<file path="src/rtl/p2s_pkg.sv">
// Shared types and sizing helpers for the round-robin parallel-to-serial scheduler.
package p2s_pkg;

    typedef enum logic {
        IDLE  = 1'b0,
        SHIFT = 1'b1
    } state_t;

    localparam int DEF_N_REQ = 4;
    localparam int DEF_WIDTH = 4;

    // Bit-counter width; a one-bit word still needs a one-bit counter.
    function automatic int cnt_width(input int width);
        if ($clog2(width) > 1) begin
            cnt_width = $clog2(width);
        end else begin
            cnt_width = 1;
        end
    endfunction

endpackage

</file>
<file path="src/rtl/p2s_rr_arbiter.sv">
// Combinational round-robin arbiter: the search starts at ptr and wraps modulo N_REQ.
module rr_arbiter #(
    parameter int N_REQ = 4
) (
    input  logic [N_REQ-1:0]         req,
    input  logic [$clog2(N_REQ)-1:0] ptr,
    input  logic                     en,
    output logic [N_REQ-1:0]         grant,
    output logic [$clog2(N_REQ)-1:0] idx
);

    localparam int PW = $clog2(N_REQ);

    logic [PW:0]   sum_s;
    logic [PW-1:0] cand_s;
    logic          found_s;

    // Walk requesters in rotated order and keep the first one that is set.
    always_comb begin
        grant   = '0;
        idx     = '0;
        found_s = 1'b0;
        sum_s   = '0;
        cand_s  = '0;
        for (int i = 0; i < N_REQ; i++) begin
            sum_s = {1'b0, ptr} + (PW+1)'(i);
            if (sum_s >= (PW+1)'(N_REQ)) begin
                cand_s = PW'(sum_s - (PW+1)'(N_REQ));
            end else begin
                cand_s = sum_s[PW-1:0];
            end
            if (en && !found_s && req[cand_s]) begin
                found_s       = 1'b1;
                grant[cand_s] = 1'b1;
                idx           = cand_s;
            end else begin
                found_s = found_s;
            end
        end
    end

endmodule

</file>
<file path="src/rtl/p2s_rr_scheduler.sv">
// Shares one serial lane among N_REQ word producers: round-robin grant, capture,
// then shift one bit per clock, re-arbitrating on the last bit so there is no gap.
module p2s_rr_scheduler
    import p2s_pkg::*;
#(
    parameter int N_REQ     = DEF_N_REQ,
    parameter int WIDTH     = DEF_WIDTH,
    parameter int MSB_FIRST = 0
) (
    input  logic                     clk,
    input  logic                     reset,
    input  logic [N_REQ-1:0]         req_i,
    input  logic [N_REQ*WIDTH-1:0]   data_i,
    output logic [N_REQ-1:0]         ack_o,
    output logic                     serial_o,
    output logic                     valid_o,
    output logic [$clog2(N_REQ)-1:0] src_o,
    output logic                     last_o,
    output logic                     busy_o
);

    localparam int PW = $clog2(N_REQ);
    localparam int CW = cnt_width(WIDTH);
    localparam logic [CW-1:0] LAST_CNT = CW'(WIDTH - 1);
    localparam logic [CW-1:0] CNT_ONE  = CW'(1);
    localparam logic [PW-1:0] LAST_PTR = PW'(N_REQ - 1);
    localparam logic [PW-1:0] PTR_ONE  = PW'(1);

    state_t            state_r, state_n;
    logic [WIDTH-1:0]  shift_r, shift_n;
    logic [CW-1:0]     cnt_r, cnt_n;
    logic [PW-1:0]     ptr_r, ptr_n;
    logic [PW-1:0]     src_r, src_n;
    logic [N_REQ-1:0]  ack_r, ack_n;
    logic              serial_r, serial_n;
    logic              valid_r, valid_n;
    logic              last_r, last_n;

    logic [WIDTH-1:0]  words_s [N_REQ];
    logic [N_REQ-1:0]  grant_s;
    logic [PW-1:0]     idx_s;
    logic              arb_en_s;
    logic              any_s;
    logic [WIDTH-1:0]  win_word_s;
    logic              first_bit_s;
    logic [WIDTH-1:0]  rest_s;
    logic              next_bit_s;
    logic [WIDTH-1:0]  adv_s;

    for (genvar k = 0; k < N_REQ; k++) begin : g_words
        assign words_s[k] = data_i[k*WIDTH +: WIDTH];
    end

    assign arb_en_s = (state_r == IDLE) || ((state_r == SHIFT) && (cnt_r == LAST_CNT));

    rr_arbiter #(.N_REQ(N_REQ)) u_arb (
        .req   (req_i),
        .ptr   (ptr_r),
        .en    (arb_en_s),
        .grant (grant_s),
        .idx   (idx_s)
    );

    assign any_s      = |grant_s;
    assign win_word_s = words_s[idx_s];

    // Bit selection for the freshly captured word and for the word already in flight.
    always_comb begin
        first_bit_s = 1'b0;
        rest_s      = '0;
        next_bit_s  = 1'b0;
        adv_s       = '0;
        if (MSB_FIRST != 0) begin
            first_bit_s = win_word_s[WIDTH-1];
            rest_s      = win_word_s << 1'b1;
            next_bit_s  = shift_r[WIDTH-1];
            adv_s       = shift_r << 1'b1;
        end else begin
            first_bit_s = win_word_s[0];
            rest_s      = win_word_s >> 1'b1;
            next_bit_s  = shift_r[0];
            adv_s       = shift_r >> 1'b1;
        end
    end

    // Next-state and next-output logic; every output is the registered copy of these.
    always_comb begin
        state_n  = state_r;
        shift_n  = shift_r;
        cnt_n    = cnt_r;
        ptr_n    = ptr_r;
        src_n    = '0;
        ack_n    = '0;
        serial_n = 1'b0;
        valid_n  = 1'b0;
        last_n   = 1'b0;
        if (arb_en_s && any_s) begin
            state_n  = SHIFT;
            shift_n  = rest_s;
            cnt_n    = '0;
            ptr_n    = (idx_s == LAST_PTR) ? '0 : idx_s + PTR_ONE;
            src_n    = idx_s;
            ack_n    = grant_s;
            serial_n = first_bit_s;
            valid_n  = 1'b1;
            last_n   = (LAST_CNT == '0);
        end else begin
            case (state_r)
                IDLE: begin
                    state_n = IDLE;
                end
                SHIFT: begin
                    if (cnt_r == LAST_CNT) begin
                        state_n = IDLE;
                        cnt_n   = '0;
                    end else begin
                        cnt_n    = cnt_r + CNT_ONE;
                        shift_n  = adv_s;
                        src_n    = src_r;
                        serial_n = next_bit_s;
                        valid_n  = 1'b1;
                        last_n   = ((cnt_r + CNT_ONE) == LAST_CNT);
                    end
                end
                default: begin
                    state_n = IDLE;
                    cnt_n   = '0;
                end
            endcase
        end
    end

    // State and output registers; reset aborts any word in flight.
    always_ff @(posedge clk or posedge reset) begin
        if (reset) begin
            state_r  <= IDLE;
            shift_r  <= '0;
            cnt_r    <= '0;
            ptr_r    <= '0;
            src_r    <= '0;
            ack_r    <= '0;
            serial_r <= 1'b0;
            valid_r  <= 1'b0;
            last_r   <= 1'b0;
        end else begin
            state_r  <= state_n;
            shift_r  <= shift_n;
            cnt_r    <= cnt_n;
            ptr_r    <= ptr_n;
            src_r    <= src_n;
            ack_r    <= ack_n;
            serial_r <= serial_n;
            valid_r  <= valid_n;
            last_r   <= last_n;
        end
    end

    assign ack_o    = ack_r;
    assign serial_o = serial_r;
    assign valid_o  = valid_r;
    assign src_o    = src_r;
    assign last_o   = last_r;
    assign busy_o   = valid_r;

endmodule
</file>
<file path="config.mk">
export PLATFORM = sky130hd
export DESIGN_NAME = p2s_rr_scheduler
export DESIGN_NICKNAME = d
export VERILOG_FILES = /design/src/rtl/p2s_pkg.sv /design/src/rtl/p2s_rr_arbiter.sv /design/src/rtl/p2s_rr_scheduler.sv
export SDC_FILE = /design/constraint.sdc
export NUM_CORES = 1
export LEC_CHECK = 0
export CORE_ASPECT_RATIO = 1.75
export CORE_MARGIN = 3
export CORE_UTILIZATION = 50
export DETAILED_ROUTE_END_ITERATION = 10
export GPL_TIMING_DRIVEN = 0
export PLACE_DENSITY = 0.92
export SKIP_LAST_GASP = 1
export SYNTH_ARGS = -nofsm -noshare
export SYNTH_HDL_FRONTEND = slang
export SYNTH_SLANG_ARGS = --single-unit
</file>
<file path="constraint.sdc">
create_clock -name clk -period 5 [get_ports clk]
set_input_delay 0.75 -clock clk [delete_from_list [all_inputs] [get_ports clk]]
set_output_delay 0.75 -clock clk [all_outputs]
set_load 0.01 [all_outputs]
</file>
==> reports/qor.yml <==
power.density_nw_per_um2: 526
final_area_um2: 1640
drive_gt1_frac: 0.138
antenna_left: 0
syn_area_um2: 1260
ys.flop_type: "dfrtp_1"
start_util: 0.539
syn-num-nets: 150
max_freq_mhz: 277
slowest_delay_ns: 0.56
fin_crit_ns: 3.61
post_cts_buffers: 0
overflow: 0
grt_pass1_wl_um: 5250
ys_top_cells_by_count: "16 x dfrtp_1, 10 x ha_1, 7 x a21oi_1, 7 x inv_1"
slew_headroom: 0.601
post-place-ws_ns: 1.37
p_clk_frac: 0.132
dieArea_um2: 3180
synth.largest_area_cell: "dfrtp_1"
leakagePower_nw: 0.703
swShare: 0.414
rsz0062_at_grt: "no"
vias: 1129
wirelength_um: 3100
clk_pin_slew_ns: 0.06
pwr-share-comb: 0.618
drcViolationCount: 0
worstPathMaxFanout: 10
hold_class: "reg2reg"
postSynthAreaPerCell_um2: 10.7
cts-root-buf: "clkbuf_8"
io_buffers: 30
cpMostUsedCell: "mux4_2"
synth_top_area_frac: 0.318
ys_seq_area_frac: 0.318
drt_iter0_drc: 48
cts.sink_count: 16
final_hold_viol_count: 0
power_mw: 0.865
grt_util_all_layers: 0.212
outcome: "completed"
seqPwrFrac: 0.251
ys_ff_latch: 16
tightest_slew_ns: 0.590
crit_type: "reg2reg"
clk_latency_ns: 0.25
io_pins: 32
cts_tree: "yes"
rows: 23
antenna_found_initial: 0
critPathArrivalTime_ns: 3.74
drv_cap: 0
synth-edff-count: 0
crit_path_start_kind: "flip-flop"
routabilityCongestion: 0.872
antennaDiodeCount: 0
cts_inserted_buffers: 3
finalCritPeriodShare: 0.723
ys_warn_count: 0
p_sw_mw: 0.358
final.setup_skew_ns: 0.00137
synth_area_leaders: "dfrtp_1 32%, ha_1 10%, mux4_2 7.2%"
fin_hold_ws_ns: 0.508
place_hpwl_um: 2440
grt_max_degree: 17
fillers: 169
via_per_inst: 6.38
cts.repair.resized: 0
p_int_mw: 0.507
synth_cell_types: 44
fin_ws_ns: 1.39
placed_cell_area_um2: 1590
syn_inst: 118
finalSetupTns_ns: 0
cts_buffer_depth: 2
crit_required_ns: 5.13
final_max_slew_viol_count: 0
num-nets-final: 185
die_w_um: 43.9
cp-end-kind: "flip-flop"
syn_to_final_growth_pct: 30.7
cp_cell_sequence: "buf_6 > clkbuf_1 > inv_1 > ha_1 > mux4_2 > nand2b_1 > a31oi_1 > o21ai_2 > mux4_2 > a221o_1"
async_flop_share: 1.00
first_global_vias: 1166
synth.most_common_cell: "dfrtp_1"
cts_max_level: 1
slowest_stage: "mux4_2"
wl_per_cell_um: 17.5
ctsHoldBuffers: 0
drt_pre_antenna_iters: 4
die_h_um: 72.3
ir_drop_uv: 265
setup_violations: 0
core_area_um2: 2330
layer usage:
layer	part of all wire	GRT usage	up-vias
li1	-	-	525
met1	0.36	0.237	551
met2	0.58	0.396	45
met3	0.038	0.0149	8
met4	0.020	0.0805	0
met5	0	0	-
flip-flops by register name, summed over array words and instances, names as in the netlist:
signal and flops:
state_r 1, src_o 2, shift_r 3, cnt_r 2, last_o 1, ptr_r 2, ack_o 4, serial_o 1
cell usage in the layout, fill, tap and decap left out, drive strengths merged, types with 3 or more instances in the layout:
cell type      count
a21oi              7
a22oi              4
a311oi             3
a31oi              3
and3               3
buf                3
clkbuf             6
clkdlybuf4s50     30
dfrtp             16
ha                10
inv                7
mux2               3
mux4               6
nand2              5
nand2b             4
nor2               4
nor3b              5
o21ai              5
critical path: cells and delay by family (launching register included):
kind	cells	cell delay (ns)
compound gates	3	0.81
fa+ha+maj	1	0.44
buf+inv	3	0.69
flops	1	0.47
mux	2	0.96
simple gates	1	0.12
worst paths after layout:
check | from | endpoint | slack (ns) | cells past startpoint
max | ptr_r[0] | shift_r[1] | 1.39 | 10
min | src_o[1] | src_o[1] | 0.51 | 1
max reg2reg | ptr_r[0] | shift_r[1] | 1.39 | 10
min reg2reg | src_o[1] | src_o[1] | 0.51 | 1
max in group asynchronous | reset | ptr_r[0] | 3.77 | 2
min in group asynchronous | reset | ack_o[3] | 0.86 | 2
kinds of logic after synthesis:
| group | count (synthesis) | share of synthesized area |
|---|---|---|
| AO/OA/AOI/OAI | 37 | 0.220 |
| multiplexers | 10 | 0.148 |
| flip-flops | 16 | 0.318 |
| XOR/XNOR | 1 | 0.00697 |
| buffers and inverters | 12 | 0.0508 |
| AND/OR/NAND/NOR | 32 | 0.156 |
| adder cells (fa/ha/maj) | 10 | 0.0995 |
layout make-up:
cell class	count	area (µm²)	share of cell area
Tap cell	25	31.3	0.0190
Multi-Input combinational cell	90	793	0.482
Inverter	7	26.3	0.0160
Timing Repair Buffer	30	300	0.183
Buffer	5	37.5	0.0228
Clock buffer	4	55.1	0.0335
Sequential cell	16	400	0.244
metrics by stage:
step	util	cells
after global routing	0.705	177
after CTS	0.705	177
after floorplan	-	118
after global placement	0.682	173
after detailed placement	0.682	173
final	0.705	177
power groups by stage:
stage                     Clock, mW  Sequential, mW  Combinational, mW
after global placement            0           0.216              0.499
after floorplan                   0           0.223              0.355
after global routing          0.117           0.224              0.579
final                         0.114           0.217              0.534
after CTS                     0.113           0.217              0.529
after detailed placement          0           0.219              0.524
Power figures use the tool's default switching activity.
